==> src/rtl/encode_index.sv <==
// Serializing index encoder: captures an 8-bit vector and streams the index of
// each set bit, lowest first, then reports popcount, parity and index XOR-fold.
module encode_index (
  input  logic       clk,
  input  logic       rst,
  input  logic [7:0] data_in,
  input  logic       start,
  output logic       busy,
  output logic [2:0] index_reg,
  output logic       index_reg_valid,
  output logic       done,
  output logic [3:0] popcount,
  output logic       parity,
  output logic [2:0] index_xor,
  output logic       result_valid
);

  localparam int unsigned VecW = 8;
  localparam int unsigned IdxW = 3;
  localparam int unsigned CntW = 4;

  typedef enum logic [1:0] {
    IDLE  = 2'd0,
    SCAN  = 2'd1,
    FLUSH = 2'd2
  } state_t;

  state_t            state_q;
  logic [VecW-1:0]   mask_q;
  logic [VecW-1:0]   mask_d;
  logic [CntW-1:0]   cnt_q;
  logic [IdxW-1:0]   xor_q;
  logic [IdxW-1:0]   lsb_idx;

  logic              busy_q;
  logic [IdxW-1:0]   index_q;
  logic              valid_q;
  logic              done_q;
  logic [CntW-1:0]   popcount_q;
  logic              parity_q;
  logic [IdxW-1:0]   index_xor_q;
  logic              result_valid_q;

  // Priority encode the lowest set bit; mask_d drops that bit from the mask.
  always_comb begin
    lsb_idx = '0;
    for (int i = VecW - 1; i >= 0; i--) begin
      if (mask_q[i]) lsb_idx = IdxW'(i);
    end
    mask_d = mask_q & (mask_q - VecW'(1));
  end

  always_ff @(posedge clk) begin
    if (rst) begin
      state_q        <= IDLE;
      mask_q         <= '0;
      cnt_q          <= '0;
      xor_q          <= '0;
      busy_q         <= 1'b0;
      index_q        <= '0;
      valid_q        <= 1'b0;
      done_q         <= 1'b0;
      popcount_q     <= '0;
      parity_q       <= 1'b0;
      index_xor_q    <= '0;
      result_valid_q <= 1'b0;
    end else begin
      result_valid_q <= 1'b0;
      case (state_q)
        IDLE: begin
          if (start) begin
            mask_q  <= data_in;
            cnt_q   <= '0;
            xor_q   <= '0;
            busy_q  <= 1'b1;
            done_q  <= 1'b1;
            valid_q <= 1'b0;
            state_q <= SCAN;
          end
        end
        SCAN: begin
          if (mask_q != '0) begin
            index_q <= lsb_idx;
            valid_q <= 1'b1;
            mask_q  <= mask_d;
            cnt_q   <= cnt_q + CntW'(1);
            xor_q   <= xor_q ^ lsb_idx;
          end else begin
            // Mask exhausted: keep done high one more cycle for the decoder.
            valid_q <= 1'b0;
            state_q <= FLUSH;
          end
        end
        FLUSH: begin
          done_q         <= 1'b0;
          busy_q         <= 1'b0;
          popcount_q     <= cnt_q;
          parity_q       <= cnt_q[0];
          index_xor_q    <= xor_q;
          result_valid_q <= 1'b1;
          state_q        <= IDLE;
        end
        default: state_q <= IDLE;
      endcase
    end
  end

  assign busy            = busy_q;
  assign index_reg       = index_q;
  assign index_reg_valid = valid_q;
  assign done            = done_q;
  assign popcount        = popcount_q;
  assign parity          = parity_q;
  assign index_xor       = index_xor_q;
  assign result_valid    = result_valid_q;

endmodule

==> config.mk <==
export PLATFORM = sky130hd
export DESIGN_NAME = encode_index
export DESIGN_NICKNAME = d
export VERILOG_FILES = /design/src/rtl/encode_index.sv
export SDC_FILE = /design/constraint.sdc
export NUM_CORES = 1
export LEC_CHECK = 0
export ABC_AREA = 0
export ABC_CLOCK_PERIOD_IN_PS = 1800
export BUFFER_PORTS_ARGS = -buffer_cell sky130_fd_sc_hd__buf_2
export CAP_MARGIN = 30
export CORE_MARGIN = 2
export CORE_UTILIZATION = 30
export DETAILED_ROUTE_END_ITERATION = 10
export GPL_ROUTABILITY_DRIVEN = 0
export PLACE_DENSITY = 0.49
export SYNTH_ARGS = -nofsm -noshare
export SYNTH_HDL_FRONTEND = slang
export SYNTH_SLANG_ARGS = --single-unit
==> constraint.sdc <==
create_clock -name clk -period 1.8 [get_ports clk]
set_clock_uncertainty 0.05 [all_clocks]
set_input_delay 0.36 -clock clk [delete_from_list [all_inputs] [get_ports clk]]
set_output_delay 0.36 -clock clk [all_outputs]
set_load 0.1 [all_outputs]
# After elaboration in Yosys (flattened, before gate mapping)
# Cells that the tools add are included.
# classes
magnitude_cmp	0
shifts	0
add_sub_neg	2
bitwise	2
n_mul	0
n_reduce_logical	9
n_mux	26
n_div	0
n_eq_ne	5
# op_table
cell	count
two-way mux 3 bit	10
two-way mux 8 bit	2
case mux 8 bit (2 select lines)	1
bitwise AND 8 bit	1
two-way mux 4 bit	2
case mux 4 bit (2 select lines)	1
AND reduction 2 bit	4
nonzero test 8 bit	1
subtractor 8 x 1 -> 8 bit, second input constant	1
inequality test 2 bit, second input constant	3
case mux 3 bit (2 select lines)	1
adder 4 x 1 -> 4 bit, second input constant	1
two-way mux 1 bit	4
two-way mux 2 bit	2
case mux 1 bit (2 select lines)	2
case mux 2 bit (2 select lines)	1
nonzero test 2 bit	2
AND reduction 3 bit	1
XOR 3 bit	1
== test 2 x 1 -> 1 bit, second input constant	1
== test 2 bit, second input constant	1
zero test 2 bit	1
# totals
mem_bits_rw	0
latchBits	0
memories	0
romBits	0
ff_bits	31

# Depth between registers and ports, before layout
# logic_depth
ltp_word	11
ltp_mapped	6

# Worst setup path after synthesis
# No wires, ideal clock.
# synth_path
kind	register to output
start	reg done_q (netlist: done)
end	out done
required_time_ps	1390
stages_incl_launch_ff	2
arrival_ps	1374
setup_slack_ps	16
path_buffers	1
path_cell_list	dfxtp_1 buf_4
# synth_lines
element	line	text
from (decl)	38	logic done_q;
from (signal assigned)	62	done_q <= 1'b0;
from (signal assigned)	76	done_q <= 1'b1;
from (signal assigned)	95	done_q <= 1'b0;
to (decl)	11	output logic done,
# No word-level cell between the ends.

# Worst setup path after layout
# layout_path
start	reg mask_q[7]
end	reg mask_q[1]
# layout_via
elab_chain_cells	3
# layout_rtl
element	line	text
from (decl)	29	logic [VecW-1:0] mask_q;
from (signal assigned)	72	mask_q <= data_in;
from (signal assigned)	85	mask_q <= mask_d;
nonzero test 8 bit	82	if (mask_q != '0) begin
inequality test 2 bit (no source line)	-	
AND reduction 3 bit (no source line)	-	
# No other way between the ends.
# A chain may end at the register's enable or synchronous reset.

==> results.py <==
metrics = {
    "logic_synthesis": {
        "synthSimpleGateAreaFrac": 0.239,
        "netlist_area_um2": 1320,
        "yosys_warnings": 0,
        "synthDistinctLibCells": 40,
        "seq_area_frac_synth": 0.454,
        "ys.flop_type": "dfxtp_1",
        "synth_compound_area_frac": 0.213,
        "synth-xor-area-share": 0.0132,
        "synth.area.mux_share": 0.0151,
        "synth_edf_count": 0,
        "yosysTopAreaCell": "dfxtp_1",
        "synth_most_common_cell": "dfxtp_1",
        "synth_nets": 158,
        "synth_top_family_by_area": "simple AND/OR/NAND/NOR gates",
        "yosys-top-cells-count": "30 x dfxtp_1, 19 x nand2_1, 15 x a21oi_1",
        "synth_async_sr_flop_share": 0,
        "yosys-top-cells-area": "dfxtp_1 45%, a21oi_1 5.7%, nand2_1 5.4%, a211oi_2 3.8%, nor2_1 3.7%",
        "yosysTopAreaCellShare": 0.454,
        "post_synth_inst_count": 146,
        "synthAdderAreaFrac": 0.00945,
        "synth_seq_cells": 30,
        "avgSynthCellArea_um2": 9.07,
    },
    "route": {
        "drt-vias-per-instance": 5.02,
        "routed-via-count": 1160,
        "drt_iter0_markers": 52,
        "ant_nets": 0,
        "firstDrtPassIters": 4,
        "drt_wl_total_mm": 3.07,
        "route.detailed.drc": 0,
        "wl_per_cell_um": 13.3,
    },
    "pwr": {
        "ir_drop_mv": 0.438,
        "p_total_w": 0.00174,
        "leakage_nw": 0.651,
        "cellPowerDensity_nw_per_um2": 1080,
    },
    "timing": {
        "setup_viol": 0,
        "post-route-period-util": 0.945,
        "final.min_clock_period_ns": 1.70,
        "relSlewSlack": 0.611,
        "final_max_slew_viol_count": 0,
        "rsz0062_at_grt": "false",
        "setup_tns_ns": 0,
        "hold_violations": 0,
        "worst_slew_pin_slew_ns": 0.583,
        "fmax_ghz": 0.588,
    },
    "cells_and_area": {
        "stdcell_area_um2": 1620,
        "fillers": 445,
        "diodes": 0,
        "area_growth_syn_to_layout_pct": 22.4,
        "drive_above_1_share": 0.330,
        "ff_latch_area_um2": 601,
        "largest_register_ff_count": 8,
        "fin_nets": 191,
        "multi_input_area_um2": 656,
        "max_flop_register": "mask_q",
    },
    "worst_setup_path": {
        "worst_path_max_delay_cell": "or4_4",
        "worstPathCellList": "or4_4 > o21ai_2 > buf_6 > nand2_8 > a221oi_2",
        "end_kind": "flop",
        "path_buf_inv": 1,
        "crit_arrival_ns": 1.84,
        "critPathKind": "reg -> reg",
        "slowest_delay_ns": 0.54,
        "critPathTopFamily": "simple AND/OR/NAND/NOR gates",
        "required_ns": 1.94,
        "r2r.worst_path.cells": 5,
        "critPathLaunchType": "flop",
        "crit_cells": 5,
        "worstPathMaxFanout": 6,
    },
    "placed_design": {
        "postPlaceCellArea_um2": 1530,
        "dp_hpwl_mm": 2.25,
        "port_buffers": 25,
    },
    "clock_tree": {
        "insertion_delay_ns": 0.27,
        "cts.htree.levels": 2,
        "cts_buffers": 5,
        "cts_hold_buf": 0,
        "clkTransAtPathRegs_ns": 0.06,
        "cts_sinks": 30,
        "clock_path_buffers": 2,
        "cts_tree": "yes",
        "clk_root_buffer_cell": "clkbuf_8",
    },
    "floorplanning": {
        "pin_count": 26,
        "die_w_um": 70.4,
        "coreArea_um2": 4290,
        "start_util": 0.308,
        "die_h_um": 70.4,
        "die_area_um2": 4960,
        "rows": 24,
    },
    "global_routing": {
        "grt_pass1_vias": 1137,
        "grt_first_pass_wirelength_mm": 5.10,
        "antenna_found_initial": 0,
        "grt_max_degree": 30,
        "grt_overflow": 0,
        "track_usage": 0.132,
    },
    "min_path": {
        "hold_depth": 3,
        "hp-class": "in -> reg",
    },
    "job": {
        "drv_cap": 0,
    },
    "outcome": {
        "outcome": "finished clean",
    },
}
==> worst reg2reg max path, stage by stage, from the launching register on <==
cell	delay (ns)
dfxtp_1	0.34
or4_4	0.54
o21ai_2	0.22
buf_6	0.16
nand2_8	0.07
a221oi_2	0.23
==> cell families (layout without fill, tap and decap cells) <==
logic type | count (synthesis) | in the layout
muxes | 2 | 2
xor gates and xnor gates | 2 | 2
adders and majority gates | 1 | 1
and+or+nand+nor | 60 | 60
AOI/OAI and AO/OA | 38 | 38
DFF | 30 | 30
buffers and inverters | 13 | 46
==> worst paths after layout <==
| kind | startpoint | endpoint | slack, ns |
|---|---|---|---|
| worst max-delay path | mask_q[7] | mask_q[1] | 0.1 |
| worst min-delay path | data_in[0] | mask_q[0] | 0.27 |
| worst max register to register | mask_q[7] | mask_q[1] | 0.1 |
| worst min register to register | popcount[2] | popcount[2] | 0.40 |
==> metrics by stage <==
| stage | setup slack (ns) | util | hold slack [ns] | instances |
|---|---|---|---|---|
| after detailed placement | 0.0456 | 0.357 | 0.397 | 224 |
| final | 0.0982 | 0.377 | 0.272 | 231 |
| after floorplan | 0.0161 | - | 0.387 | 146 |
| after global routing | 0.0193 | 0.377 | 0.277 | 231 |
| after global placement | 0.0980 | 0.357 | 0.397 | 224 |
| after CTS | 0.0310 | 0.375 | 0.270 | 231 |
==> layout by cell type, fill, tap and decap left out, types with 2 or more instances in the layout <==
cell	instances
o22ai_1	2
nor2b_1	2
buf_4	10
nand2b_1	2
nor3_1	4
o21a_1	2
nand3_1	5
buf_2	25
or3_1	2
a211oi_2	4
inv_1	3
clkbuf_1	2
o21ai_0	4
nor4_1	3
dfxtp_1	30
or4_4	2
nand2_1	19
a21oi_1	15
o211ai_1	2
mux2i_1	2
xor2_1	2
a221oi_2	2
nor2_1	13
clkbuf_8	5
or3_2	2
==> power breakdown <==
part | internal, W | leakage [nW] | switching [W]
clock | 0.000265 | 0.0383 | 0.000227
combinational | 0.000181 | 0.368 | 0.000323
sequential | 0.000713 | 0.245 | 0.0000362
total | 0.00116 | 0.651 | 0.000586
==> per-layer routing <==
metal / track usage / wire length (um) / part of all wire / up-vias
met5: 0 / 0 / 0 / -
met3: 0.0447 / 158 / 0.051 / 6
met4: 0.0556 / 50 / 0.016 / 0
met2: 0.214 / 1440 / 0.47 / 24
li1: - / - / - / 584
met1: 0.158 / 1420 / 0.46 / 546
==> area by class of cell <==
cell class / instances / area share
repair buffers: 36 / 0.131
inverters: 3 / 0.00695
well taps: 52 / 0.0402
multi-input cells: 103 / 0.405
clock buffers: 7 / 0.0471
flip-flops and latches: 30 / 0.371
==> repair_timing <==
item                       4_1_cts  5_1_grt
setup endpoints to repair        0        6
buffers inserted                 0        0
gates resized for setup          0        3
Note: power is estimated with default switching activity, not from simulation.
